===== src/rtl/mlp_ctrl_pkg.sv =====
// Shared types and default widths for the MLP inference sequencer.
// The REDUNDANT_EVAL_EN build uses the FLUSH and SETTLE2 states.
package mlp_ctrl_pkg;

    typedef enum logic [2:0] {
        IDLE    = 3'd0,
        SETTLE1 = 3'd1,
        FLUSH   = 3'd2,
        SETTLE2 = 3'd3,
        OUT     = 3'd4
    } mlp_state_e;

    localparam int unsigned MLP_IN_W     = 28;
    localparam int unsigned MLP_CLS_W    = 2;
    localparam int unsigned SETTLE_CNT_W = 4;

endpackage


===== src/rtl/settle_timer.sv =====
// Loadable down-counter. Done is high while the count is 1, so the
// owner acts on the edge that finishes the last settle cycle.
module settle_timer
    import mlp_ctrl_pkg::*;
#(
    parameter int unsigned CNT_W = SETTLE_CNT_W
) (
    input  logic             clk,
    input  logic             rst_n,
    input  logic             i_load,
    input  logic [CNT_W-1:0] i_load_val,
    input  logic             i_dec,
    output logic             o_done
);

    logic [CNT_W-1:0] r_count;

    always_ff @(posedge clk or negedge rst_n) begin
        if (!rst_n) begin
            r_count <= '0;
        end else if (i_load) begin
            r_count <= i_load_val;
        end else if (i_dec && (r_count != '0)) begin
            r_count <= r_count - 1'b1;
        end
    end

    assign o_done = (r_count == CNT_W'(1));

endmodule


===== src/rtl/mlp_infer_seq.sv =====
// Valid/ready sequencer around a combinational MLP core: latch, settle, capture.
// Define REDUNDANT_EVAL_EN to re-evaluate each sample and flag mismatches.
module mlp_infer_seq
    import mlp_ctrl_pkg::*;
#(
    parameter int unsigned IN_W       = MLP_IN_W,
    parameter int unsigned CLS_W      = MLP_CLS_W,
    parameter int unsigned SETTLE_CYC = 3,
    parameter int unsigned CNT_W      = 16
) (
    input  logic             clk,
    input  logic             rst_n,
    input  logic             in_valid,
    output logic             in_ready,
    input  logic [IN_W-1:0]  in_data,
    output logic [IN_W-1:0]  core_inp,
    input  logic [CLS_W-1:0] core_out,
    output logic             out_valid,
    input  logic             out_ready,
    output logic [CLS_W-1:0] out_class,
    output logic             out_fault,
    output logic             fault_sticky,
    output logic             busy,
    output logic [CNT_W-1:0] infer_count
);

    localparam logic [SETTLE_CNT_W-1:0] SettleLoad = SETTLE_CNT_W'(SETTLE_CYC);

    mlp_state_e       r_state, w_state_d;
    logic [IN_W-1:0]  r_core_inp, w_core_inp_d;
    logic             r_out_valid, w_out_valid_d;
    logic [CLS_W-1:0] r_out_class, w_out_class_d;
    logic             r_out_fault, w_out_fault_d;
    logic             r_fault_sticky, w_fault_sticky_d;
    logic [CNT_W-1:0] r_infer_count, w_infer_count_d;
    logic             w_accept, w_load, w_dec, w_done;

    assign in_ready = (r_state == IDLE) || ((r_state == OUT) && out_ready);
    assign w_accept = in_valid && in_ready;

    settle_timer #(
        .CNT_W (SETTLE_CNT_W)
    ) u_settle_timer (
        .clk        (clk),
        .rst_n      (rst_n),
        .i_load     (w_load),
        .i_load_val (SettleLoad),
        .i_dec      (w_dec),
        .o_done     (w_done)
    );

`ifdef REDUNDANT_EVAL_EN
    logic [IN_W-1:0] r_shadow, w_shadow_d;

    always_ff @(posedge clk or negedge rst_n) begin
        if (!rst_n) begin
            r_shadow <= '0;
        end else begin
            r_shadow <= w_shadow_d;
        end
    end
`endif

    always_comb begin
        w_state_d        = r_state;
        w_core_inp_d     = r_core_inp;
        w_out_valid_d    = r_out_valid;
        w_out_class_d    = r_out_class;
        w_out_fault_d    = r_out_fault;
        w_fault_sticky_d = r_fault_sticky;
        w_infer_count_d  = r_infer_count;
        w_load           = 1'b0;
        w_dec            = 1'b0;
`ifdef REDUNDANT_EVAL_EN
        w_shadow_d       = r_shadow;
`endif
        case (r_state)
            IDLE: begin
                if (w_accept) begin
                    w_core_inp_d = in_data;
                    w_load       = 1'b1;
                    w_state_d    = SETTLE1;
`ifdef REDUNDANT_EVAL_EN
                    w_shadow_d   = in_data;
`endif
                end
            end
            SETTLE1: begin
                w_dec = 1'b1;
                if (w_done) begin
                    w_out_class_d = core_out;
`ifdef REDUNDANT_EVAL_EN
                    // Drive zeros for a cycle so the second pass starts from a fresh input.
                    w_core_inp_d  = '0;
                    w_state_d     = FLUSH;
`else
                    w_out_valid_d = 1'b1;
                    w_state_d     = OUT;
`endif
                end
            end
`ifdef REDUNDANT_EVAL_EN
            FLUSH: begin
                w_core_inp_d = r_shadow;
                w_load       = 1'b1;
                w_state_d    = SETTLE2;
            end
            SETTLE2: begin
                w_dec = 1'b1;
                if (w_done) begin
                    w_out_fault_d    = (core_out != r_out_class);
                    w_fault_sticky_d = r_fault_sticky | (core_out != r_out_class);
                    w_out_valid_d    = 1'b1;
                    w_state_d        = OUT;
                end
            end
`endif
            OUT: begin
                if (out_ready) begin
                    w_infer_count_d = r_infer_count + 1'b1;
                    w_out_valid_d   = 1'b0;
                    if (w_accept) begin
                        w_core_inp_d = in_data;
                        w_load       = 1'b1;
                        w_state_d    = SETTLE1;
`ifdef REDUNDANT_EVAL_EN
                        w_shadow_d   = in_data;
`endif
                    end else begin
                        w_state_d = IDLE;
                    end
                end
            end
            default: begin
                w_out_valid_d = 1'b0;
                w_state_d     = IDLE;
            end
        endcase
    end

    always_ff @(posedge clk or negedge rst_n) begin
        if (!rst_n) begin
            r_state        <= IDLE;
            r_core_inp     <= '0;
            r_out_valid    <= 1'b0;
            r_out_class    <= '0;
            r_out_fault    <= 1'b0;
            r_fault_sticky <= 1'b0;
            r_infer_count  <= '0;
        end else begin
            r_state        <= w_state_d;
            r_core_inp     <= w_core_inp_d;
            r_out_valid    <= w_out_valid_d;
            r_out_class    <= w_out_class_d;
            r_out_fault    <= w_out_fault_d;
            r_fault_sticky <= w_fault_sticky_d;
            r_infer_count  <= w_infer_count_d;
        end
    end

    assign core_inp     = r_core_inp;
    assign out_valid    = r_out_valid;
    assign out_class    = r_out_class;
    assign busy         = (r_state != IDLE);
    assign infer_count  = r_infer_count;
`ifdef REDUNDANT_EVAL_EN
    assign out_fault    = r_out_fault;
    assign fault_sticky = r_fault_sticky;
`else
    assign out_fault    = 1'b0;
    assign fault_sticky = 1'b0;
`endif

endmodule


===== config.mk =====
export PLATFORM = sky130hd
export DESIGN_NAME = mlp_infer_seq
export DESIGN_NICKNAME = d
export VERILOG_FILES = /design/src/rtl/mlp_ctrl_pkg.sv /design/src/rtl/settle_timer.sv /design/src/rtl/mlp_infer_seq.sv
export SDC_FILE = /design/constraint.sdc
export NUM_CORES = 1
export LEC_CHECK = 0
export BUFFER_PORTS_ARGS = -buffer_cell sky130_fd_sc_hd__buf_4
export CAP_MARGIN = 5
export CORE_ASPECT_RATIO = 1.5
export CORE_UTILIZATION = 52
export DETAILED_ROUTE_END_ITERATION = 6
export PLACE_DENSITY_LB_ADDON = 0.08
export SLEW_MARGIN = 20
export SYNTH_ARGS = -nofsm -noshare
export SYNTH_HDL_FRONTEND = slang
export SYNTH_SLANG_ARGS = --single-unit

===== constraint.sdc =====
create_clock -name clk -period 3.55 [get_ports clk]
set_input_delay 0.5325 -clock clk [delete_from_list [all_inputs] [get_ports clk]]
set_output_delay 0.5325 -clock clk [all_outputs]
set_load 0.005 [all_outputs]

Word-level counts from Yosys, hierarchy flattened
Index checks and enable logic that the tools add are counted.
{"block": "word_totals", "regBits": 54, "input_bits": 34, "output_inout_bits": 51}
{"block": "op_classes", "addsub": 2, "n_eq_ne": 6, "mux": 17, "bitwise": 1, "n_reduce_logical": 14}
{"op": "2-to-1 mux 28 bit", "n": 2}
{"op": "case mux 28 bit (2 select lines)", "n": 1}
{"op": "adder 16 x 1 -> 16 bit, second input constant", "n": 1}
{"op": "2-to-1 mux 3 bit", "n": 3}
{"op": "case mux 3 bit (3 select lines)", "n": 1}
{"op": "2-to-1 mux 4 bit", "n": 2}
{"op": "2-to-1 mux 1 bit", "n": 6}
{"op": "AND reduction 2 bit", "n": 3}
{"op": "AND reduction 3 bit", "n": 2}
{"op": "equality test 4 x 1 -> 1 bit, second input constant", "n": 1}
{"op": "inequality test 2 bit, second input constant", "n": 2}
{"op": "nonzero test 2 bit", "n": 2}
{"op": "nonzero test 4 bit", "n": 1}
{"op": "subtractor 4 x 1 -> 4 bit, second input constant", "n": 1}
{"op": "equality test 3 x 1 -> 1 bit, second input constant", "n": 1}
{"op": "equality test 3 bit, second input constant", "n": 1}
{"op": "logical AND 1 bit", "n": 3}
{"op": "zero test 3 bit", "n": 1}
{"op": "case mux 1 bit (3 select lines)", "n": 1}
{"op": "nonzero test 3 bit", "n": 1}
{"op": "inequality test 2 x 1 -> 1 bit, second input constant", "n": 1}
{"op": "case mux 1 bit (2 select lines)", "n": 1}
{"op": "logical OR 1 bit", "n": 1}
{"op": "NOT 1 bit", "n": 1}

Depth between registers and ports, before layout
Gate-level depths: netlist of run 1.
{"block": "depth", "word_depth": 8, "mapped_depth": 6, "mapped_depth_nobuf": 6}

Cells and area by module
A second synthesis of run 1 with hierarchy kept.
{"block": "hier_totals", "cells_unflattened": 171, "area_unflattened_um2": 2423.6}
{"mod": "mlp_infer_seq", "n_inst": 1, "cells_per_inst": 142, "area_per_inst_um2": 2140.8}
{"mod": "settle_timer", "n_inst": 1, "cells_per_inst": 29, "area_per_inst_um2": 282.8}

Worst setup path before layout of run 1
OpenSTA, ideal clock, no wires.
{"block": "synth_timing", "path_type": "input -> register", "start": "input out_ready", "end": "register r_core_inp[10], in the netlist core_inp[10]", "arrival_ns": 1.404, "t_required_ns": 3.425, "slack_ns": 2.021, "stages": 5, "n_path_buf": 1, "cell_sequence": "inv_1 > a21oi_2 > and2_1 > buf_4 > mux2_2"}
{"block": "synth_between", "elab_chain_cells": 6, "elab_cells_between_ends": 8}
{"item": "start, declared", "line": "mlp_infer_seq.sv:19", "source": "input logic out_ready,"}
{"item": "logical AND 1 bit *", "line": "mlp_infer_seq.sv:38", "source": "assign in_ready = (r_state == IDLE) || ((r_state == OUT) && out_ready);"}
{"item": "logical OR 1 bit *", "line": "mlp_infer_seq.sv:38"}
{"item": "named net in_ready", "line": "mlp_infer_seq.sv:14", "source": "output logic in_ready,"}
{"item": "logical AND 1 bit *", "line": "mlp_infer_seq.sv:39", "source": "assign w_accept = in_valid && in_ready;"}
{"item": "2-to-1 mux 28 bit *"}
{"item": "2-to-1 mux 28 bit"}
{"item": "case mux 28 bit (2 select lines) *"}
{"item": "end signal, assigned", "line": "mlp_infer_seq.sv:152", "source": "r_core_inp <= w_core_inp_d;"}
{"item": "end, declared", "line": "mlp_infer_seq.sv:30", "source": "logic [IN_W-1:0] r_core_inp, w_core_inp_d;"}
Mark *: on every way through the listed nets, which the timed path passes. The rest lies on a longest branch. The select of a mux whose other input is x is not followed.
A chain may end at the register's enable or synchronous reset.

Final worst setup path of run 1
{"block": "layout_timing", "start": "register r_state[2]", "end": "register r_core_inp[18], in the netlist core_inp[18]"}
{"block": "layout_between", "elab_chain_cells": 7, "elab_cells_between_ends": 11}
{"item": "start, declared", "line": "mlp_infer_seq.sv:29", "source": "mlp_state_e r_state, w_state_d;"}
{"item": "start signal, assigned", "line": "mlp_infer_seq.sv:151", "source": "r_state <= w_state_d;"}
{"item": "equality test 3 bit", "line": "mlp_infer_seq.sv:38, mlp_infer_seq.sv:77"}
{"item": "logical AND 1 bit", "line": "mlp_infer_seq.sv:38"}
{"item": "logical OR 1 bit", "line": "mlp_infer_seq.sv:38"}
{"item": "logical AND 1 bit", "line": "mlp_infer_seq.sv:39"}
{"item": "2-to-1 mux 28 bit (2 in series)"}
{"item": "case mux 28 bit (2 select lines)", "line": "mlp_infer_seq.sv:77", "source": "case (r_state)"}
Several ways; a longest one is shown, not always the timed one. The select of a mux whose other input is x is not followed.

==> flow_summary_export.csv, run 1 <==
group,metric,value,unit
cells_and_area,syn2layout_area_growth,34.0,%
pwr,power_density,741,nW/um^2
clock_network,postCtsSetupRepairBufs,0,
grt,gr-usage-all-layers,20.6,%
drt,routed_via_density,5.18,
worst_setup_path,required,3.75,ns
synthesis,netlist_instances,166,
worst_setup_path,cp_max_fo,22,
worst_setup_path,cp.arrival,2.06,ns
synthesis,ys_seq_area_share,59.6,%
clock_network,clock_latency,0.31,ns
placement,place_ws,1.42,ns
clock_network,cts_hold_buf,0,
clock_network,cts.sinks,53,
clock_network,htree_levels,2,
placement,io_buffers,82,
sta,maxClockFrequency,0.536,GHz
worst_setup_path,critPathLaunchType,"register",
sta,skew,0.00856,ns
sta,period_share,52.6,%
cells_and_area,nFillCells,319,
synthesis,syn_area,2220,sq um
worst_setup_path,r2r-end,"core_inp[18]",
worst_setup_path,path_cells,"a21oi_2 > and2_1 > buf_4 > mux2_1",
sta,rsz0062_at_grt,"false",
grt,grt_max_degree,54,
clock_network,tritoncts,"built",
drt,drc,0,
cells_and_area,nNetsFinal,289,
synthesis,ys.warnings.count,0,
clock_network,cts_resized,0,
worst_setup_path,slowest_delay,0.47,ns
worst_setup_path,crit_path_top_delay_cell,"dfrtp_1",
floorplanning,design.die.area,4550,sq um
drt,dr.pass1.iters,4,
sta,tightest_slew,0.644,ns
outcome,status,"finished clean",
clock_network,clk_path_buf_depth,2,
floorplanning,start_util,55.2,%
sta,slew_headroom,57.1,%
job,cap_violations,0,
drt,drtIter0Drc,36,
sta,maxSlewViolCount,0,
clock_network,cts-root-buf,"clkbuf_8",
cells_and_area,drive_gt1_share,41.9,%
placement,dp_hpwl,3.10,mm
hold_path,min_path_type,"input port to async pin",
worst_setup_path,critPathKind,"register to register",
cells_and_area,seq_area,1330,sq um
sta,min_period,1.87,ns
floorplanning,io_pins,85,
placement,post_dp_cell_area,2870,sq um
floorplanning,dieWidth,55.4,microns
synthesis,yosys_register_bits,53,
clock_network,clk_pin_slew,0.09,ns
synthesis,synth_cell_types,33,
grt,antenna_found_initial,0,
placement,gp_congestion,0.731,
cells_and_area,antennaDiodeCount,0,
worst_setup_path,reg2reg_slack,1.68,ns
sta,setup_viol,0,
drt,routed_wl,4.18,mm
floorplanning,placementRows,28,
drt,vias,1543,
sta,fin_tns_setup,0,ns
synthesis,syn_avg_cell_area,13.4,sq um
sta,worst_slack,1.68,ns
drt,wire_per_inst,14.0,microns
pwr,leakage,1.48,nW
worst_setup_path,cp-end-kind,"register",
cells_and_area,multi_input_area,846,sq um
worst_setup_path,reg2reg_depth,4,
grt,grt_pass1_wl,7.09,mm
floorplanning,die_h,82.1,microns
clock_network,cts_buffers,5,
sta,hold_violations,0,
grt,overflow,0,
cells_and_area,final_cell_area,2980,sq um
grt,grt_pass1_vias,1563,
worst_setup_path,reg2reg_from,"r_state[2]",
drt,final_antenna_net_count,0,
floorplanning,core_area,4030,sq um
pwr,peakVddDrop,0.619,mV
## sequential cells by signal (all words and copies together), names as in the netlist
signal and cells:
u_settle_timer.r_count 4, r_state 2, infer_count 16, out_valid 1
out_class 2, core_inp 28
## metal layers
| layer | vias up | part of all wire (%) | global-route usage, % |
|---|---|---|---|
| li1 | 730 | - | - |
| met3 | 7 | 6.3 | 4.98 |
| met2 | 61 | 49 | 35.3 |
| met1 | 745 | 42 | 24.7 |
| met5 | - | 0 | 0 |
| met4 | 0 | 1.9 | 9.75 |
## critical path, delay by kind of cell, from the launching register on
kind            cells  cell delay (ns)
flops               1             0.47
buf+inv             1             0.36
simple gates        1             0.37
mux                 1             0.36
compound gates      1             0.19
## Yosys cell counts
cell,instances,area (sq um)
a21oi_2,1,8.76
nor4_2,1,12.5
nand4_2,1,12.5
dfrtp_1,53,1330
and2b_1,1,7.51
xor2_1,4,35.0
o211ai_1,1,7.51
mux2_2,10,113
mux2_1,20,225
inv_1,5,18.8
or3_1,1,6.26
and4_1,1,8.76
nand4_1,3,18.8
ha_1,3,37.5
nor3b_1,1,7.51
nand3_1,4,20.0
nand2b_1,1,6.26
conb_1,1,3.75
buf_4,5,37.5
o21ai_0,4,20.0
nand2_1,15,56.3
nand3b_4,1,20.0
a21oi_1,2,10.0
o31ai_1,1,7.51
o311ai_0,1,8.76
or2_2,1,6.26
or2b_1,1,7.51
nor3_1,1,5.00
and2_1,1,6.26
nor2_1,6,22.5
or2_1,1,6.26
xnor2_1,13,114
nor4_4,1,21.3
## cell families after synthesis
| family | synth area share (%) |
|---|---|
| xor+xnor | 6.69 |
| other cells | 0.169 |
| buf+inv | 2.53 |
| mux | 15.2 |
| fa+ha+maj | 1.69 |
| simple gates | 11.3 |
| compound gates | 2.81 |
| flops | 59.6 |
## worst max-delay path by stage
stage                    start           end  cells past startpoint
finish              r_state[2]  core_inp[18]                      4
floorplan            out_ready  core_inp[10]                      5
CTS                 r_state[2]  core_inp[19]                      4
detailed placement   out_ready  core_inp[19]                      6
global route        r_state[2]  core_inp[24]                      4
global placement     out_ready   core_inp[8]                      6
## per-stage QoR
step | hold slack, ns | instances | power [mW] | util (%)
4_1_cts | 0.260 | 298 | 2.24 | 74.0
5_1_grt | 0.289 | 298 | 2.36 | 74.0
3_3_place_gp | 0.463 | 290 | 1.79 | 71.2
2_1_floorplan | 0.237 | 167 | 1.38 | -
6_report | 0.239 | 298 | 2.21 | 74.0
3_5_place_dp | 0.468 | 290 | 1.83 | 71.2
## placed cells by master, fill, tap and decap left out, types with 2 or more instances in the layout
cell type,n
conb_1,2
mux2_2,10
a21oi_1,2
nand2_1,15
clkbuf_8,5
dfrtp_1,53
xnor2_1,13
ha_1,3
nand4_1,3
nand3_1,4
o21ai_0,4
buf_4,83
inv_1,5
nor2_1,6
xor2_1,4
mux2_1,20
## cell type report
cell class | count | share of cell area, %
Timing Repair Buffer | 83 | 20.9
Clock buffer | 6 | 2.43
Tap cell | 45 | 1.89
Clock inverter | 2 | 1.30
Sequential cell | 53 | 44.5
Multi-Input combinational cell | 104 | 28.4
Inverter | 5 | 0.629
## where the power goes
group	leakage, nW	internal [mW]	total [mW]	switching, mW
Clock	0.0554	0.212	0.410	0.198
Combinational	0.766	0.502	0.809	0.307
Sequential	0.657	0.834	0.990	0.156
Power figures use the tool's default switching activity.
==> inputs of run 2 (changes only) <==
- CORE_UTILIZATION: 52 -> 48
- clock period: 3.55 -> 1.91 ns (I/O delays scaled with it)
==> flow_summary_export.csv, run 2 (synthesis results as in run 1) <==
group,metric,value,unit
floorplanning,core_area,4500,sq um
floorplanning,placementRows,30,
cells_and_area,nFillCells,378,
grt,overflow,0,
drt,wire_per_inst,13.1,microns
outcome,failed_checks,"design-rule violations",
floorplanning,design.die.area,4920,sq um
sta,skew,0.00607,ns
sta,rsz0062_at_grt,"false",
clock_network,cts-root-buf,"clkbuf_8",
grt,grt_pass1_wl,6.18,mm
grt,gr-usage-all-layers,16.7,%
worst_setup_path,cp-end-kind,"register",
placement,place_ws,0.312,ns
worst_setup_path,cp.arrival,1.79,ns
clock_network,tritoncts,"built",
floorplanning,die_h,85.4,microns
sta,slew_headroom,57.0,%
placement,dp_hpwl,2.93,mm
sta,setup_viol,0,
worst_setup_path,critPathKind,"register to register",
clock_network,htree_levels,2,
floorplanning,io_pins,85,
sta,fin_tns_setup,0,ns
worst_setup_path,critPathLaunchType,"register",
clock_network,postCtsSetupRepairBufs,0,
placement,gp_congestion,0.735,
pwr,peakVddDrop,0.817,mV
cells_and_area,final_common_cell,"buf_4",
cells_and_area,postLayoutCoreUtil,65.8,%
sta,tightest_slew,0.646,ns
cells_and_area,syn2layout_area_growth,33.2,%
sta,period_share,84.0,%
cells_and_area,drive_gt1_share,42.1,%
cells_and_area,final_cell_area,2960,sq um
drt,vias,1529,
clock_network,cts_hold_buf,0,
worst_setup_path,crit_buf_inv,1,
placement,post_dp_cell_area,2880,sq um
sta,min_period,1.60,ns
hold_path,min_path_type,"input port to async pin",
floorplanning,start_util,49.4,%
grt,antenna_found_initial,0,
sta,maxClockFrequency,0.624,GHz
worst_setup_path,slowest_delay,0.47,ns
sta,hold_violations,0,
pwr,power_density,1330,nW/um^2
clock_network,cts_resized,0,
drt,drtIter0Drc,30,
sta,maxSlewViolCount,0,
clock_network,clock_latency,0.30,ns
cells_and_area,final_cell_mix,"buf_4, dfrtp_1, mux2_1",
grt,grt_max_degree,54,
drt,dr.pass1.iters,6,
grt,grt_pass1_vias,1389,
placement,io_buffers,82,
worst_setup_path,required,2.10,ns
drt,final_antenna_net_count,0,
clock_network,clk_path_buf_depth,2,
pwr,leakage,1.47,nW
worst_setup_path,cp_max_fo,20,
drt,routed_wl,3.97,mm
cells_and_area,nNetsFinal,290,
outcome,status,"complete, but fails checks",
floorplanning,dieWidth,57.6,microns
clock_network,clk_pin_slew,0.09,ns
worst_setup_path,critPathTopFamily,"flip-flops",
sta,worst_slack,0.306,ns
job,cap_violations,0,
drt,drc,8,
cells_and_area,multi_input_area,846,sq um
drt,routed_via_density,5.06,
worst_setup_path,path_cells,"a21oi_2 > and2_1 > buf_4 > mux2_1",
cells_and_area,largest_reg_flops,28,
cells_and_area,antennaDiodeCount,0,
clock_network,cts_buffers,5,
worst_setup_path,crit_path_top_delay_cell,"dfrtp_1",
cells_and_area,seq_area,1330,sq um
clock_network,cts.sinks,53,
## run 2: final timing paths
kind	startpoint	cells past startpoint	end	slack (ns)
min	rst_n	1	core_inp[24]	0.004
min reg2reg	infer_count[15]	1	infer_count[15]	0.48
max	r_state[2]	4	core_inp[0]	0.31
max in group asynchronous	rst_n	1	core_inp[15]	1.48
min in group clk	in_data[24]	2	core_inp[24]	0.19
max reg2reg	r_state[2]	4	core_inp[0]	0.31
## run 2: layout make-up
class,instances,share of cell area (%)
clock buffer,6,2.45
clock inverter,2,0.338
inverter,5,0.633
multi-input combinational,104,28.5
sequential,53,44.7
tap,48,2.03
timing repair buffer,84,21.3
## run 2: layer usage
metal | global-route usage, % | vias to the layer above | part of all wire, %
met5 | 0 | - | 0
met4 | 7.32 | 0 | 1.5
met3 | 4.73 | 6 | 6.6
met2 | 28.8 | 51 | 52
met1 | 18.8 | 743 | 40
li1 | - | 729 | -
## run 2: through the flow
stage,std cells,hold WS [ns],power [mW]
finish,302,0.00385,3.93
global route,302,0.0554,4.21
CTS,302,0.0257,3.99
detailed placement,294,0.362,3.38
global placement,294,0.361,3.35
floorplan,167,-0.00909,2.56
## run 2: where the power goes
group | internal, mW | switching (mW) | leakage (nW)
sequential | 1.55 | 0.273 | 0.657
clock | 0.255 | 0.348 | 0.0450
combinational | 0.939 | 0.568 | 0.771
total | 2.74 | 1.19 | 1.47
==> inputs of run 3 (changes only) <==
- clock period: 1.91 -> 1.56 ns (I/O delays scaled with it)
==> flow_summary_export.csv, run 3 (synthesis results as in run 1) <==
group,metric,value,unit
pwr,leakage,1.54,nW
worst_setup_path,crit_buf_inv,2,
sta,hold_violations,0,
floorplanning,dieWidth,57.6,microns
pwr,peakVddDrop,1.14,mV
pwr,pwr-share-comb,38.6,%
worst_setup_path,cp.arrival,1.27,ns
drt,routed_wl,4.00,mm
drt,vias,1572,
worst_setup_path,path_cells,"buf_6 > or2_2 > buf_4",
worst_setup_path,cp_max_fo,6,
clock_network,clk_pin_slew,0.09,ns
job,cap_violations,0,
drt,dr.pass1.iters,6,
worst_setup_path,critPathLaunchType,"register",
grt,gr-usage-all-layers,17.8,%
sta,skew,0.00555,ns
floorplanning,die_h,85.4,microns
outcome,status,"complete, but fails checks",
clock_network,cts.sinks,53,
floorplanning,design.die.area,4920,sq um
floorplanning,core_area,4500,sq um
drt,drtIter0Drc,43,
clock_network,cts-root-buf,"clkbuf_8",
pwr,pwr-share-clk,18.3,%
hold_path,min_path_type,"input port to register",
hold_path,hold_start,"in_data[24]",
cells_and_area,stdcell_count,309,
worst_setup_path,r2r-end,"core_inp[17]",
cells_and_area,final_cell_mix,"buf_4, dfrtp_1, mux2_1",
drt,drc,8,
worst_setup_path,reg2reg_from,"r_state[2]",
grt,grt_pass1_wl,6.75,mm
worst_setup_path,critPathTopFamily,"flip-flops",
drt,final_antenna_net_count,0,
pwr,sw_frac_of_total,28.6,%
grt,grt_max_degree,54,
sta,period_share,96.5,%
cells_and_area,nNetsFinal,297,
floorplanning,start_util,49.4,%
sta,tightest_slew,0.638,ns
drt,routed_via_density,5.09,
clock_network,htree_levels,2,
hold_path,holdPathStages,2,
worst_setup_path,reg2reg_depth,4,
cells_and_area,syn2layout_area_growth,38.8,%
clock_network,clk_path_buf_depth,2,
pwr,power_density,1670,nW/um^2
floorplanning,io_pins,85,
cells_and_area,final_common_cell,"buf_4",
outcome,failed_checks,"design-rule violations",
worst_setup_path,slowest_delay,0.41,ns
worst_setup_path,required,1.33,ns
worst_setup_path,crit_path_top_delay_cell,"dfrtp_1",
grt,grt_pass1_vias,1574,
hold_path,hold_path_end,"core_inp[24]",
sta,maxClockFrequency,0.664,GHz
placement,dp.cells,299,
sta,slew_headroom,57.5,%
grt,antenna_found_initial,0,
clock_network,clock_latency,0.30,ns
drt,wire_per_inst,12.9,microns
sta,min_period,1.51,ns
placement,io_buffers,82,
pwr,internal_power,3.69,mW
placement,gp_congestion,0.752,
floorplanning,placementRows,30,
clock_network,tritoncts,"built",
sta,maxSlewViolCount,0,
pwr,sequentialPowerShare,43.1,%
pwr,p_sw,1.48,mW
worst_setup_path,critPathKind,"register to output pin",
worst_setup_path,reg2reg_slack,0.10,ns
cells_and_area,antennaDiodeCount,0,
cells_and_area,drive_gt1_share,44.4,%
grt,overflow,0,
cells_and_area,largest_reg_flops,28,
clock_network,cts_buffers,5,
sta,setup_viol,0,
sta,timing.hold.ws,0.137,ns
placement,dp_hpwl,2.97,mm
worst_setup_path,cp-end-kind,"output pin",
-- run 3: layout make-up --
type | count | area (sq um)
multi-input combinational | 104 | 862
tap | 48 | 60.1
clock buffer | 7 | 86.3
timing repair buffer | 91 | 702
inverter | 5 | 18.8
fill | 368 | 1420
sequential | 53 | 1330
clock inverter | 1 | 30.0
-- run 3: what timing repair did --
action	in CTS	in global routing
hold buffers	1	0
endpoints found under the hold margin	53	0
resized for setup	0	5
setup buffers	0	1
setup endpoints to repair	0	33
-- run 3: worst max-delay path by stage --
stage / cells after the start / from / slack (ns) / end
detailed placement: 4 / r_state[2] / 0.06 / core_inp[17]
global placement: 5 / infer_count[0] / 0.08 / infer_count[12]
CTS: 3 / r_state[0] / 0.02 / busy
floorplan: 4 / r_state[2] / 0.16 / core_inp[10]
finish: 3 / r_state[0] / 0.05 / busy
global route: 3 / r_state[0] / -0.0002 / busy
-- run 3: power groups by stage --
stage,sequential [mW],clock [mW],combinational [mW]
4_1_cts,2.23,0.978,1.99
3_5_place_dp,2.25,0,1.97
2_1_floorplan,2.26,0,0.874
3_3_place_gp,2.24,0,1.94
5_1_grt,2.31,1.02,2.21
6_report,2.23,0.944,2.00
-- run 3: metrics by stage --
stage / setup TNS, ns / util (%) / power [mW] / cell area, sq um / setup WS (ns)
2_1_floorplan: 0 / - / 3.14 / 2230 / 0.163
3_3_place_gp: 0 / 65.1 / 4.18 / 2930 / 0.0806
3_5_place_dp: 0 / 65.1 / 4.23 / 2930 / 0.0607
4_1_cts: 0 / 67.9 / 5.19 / 3060 / 0.0154
5_1_grt: -0.000241 / 68.5 / 5.53 / 3090 / -0.000241
6_report: 0 / 68.5 / 5.17 / 3090 / 0.0548
-- run 3: routing by layer --
| metal | track usage (%) | share of wire [%] | vias to the layer above |
|---|---|---|---|
| met2 | 31.2 | 53 | 50 |
| met1 | 20.4 | 39 | 770 |
| met3 | 4.12 | 6.7 | 5 |
| met5 | 0 | 0 | - |
| li1 | - | - | 747 |
| met4 | 7.32 | 1.8 | 0 |
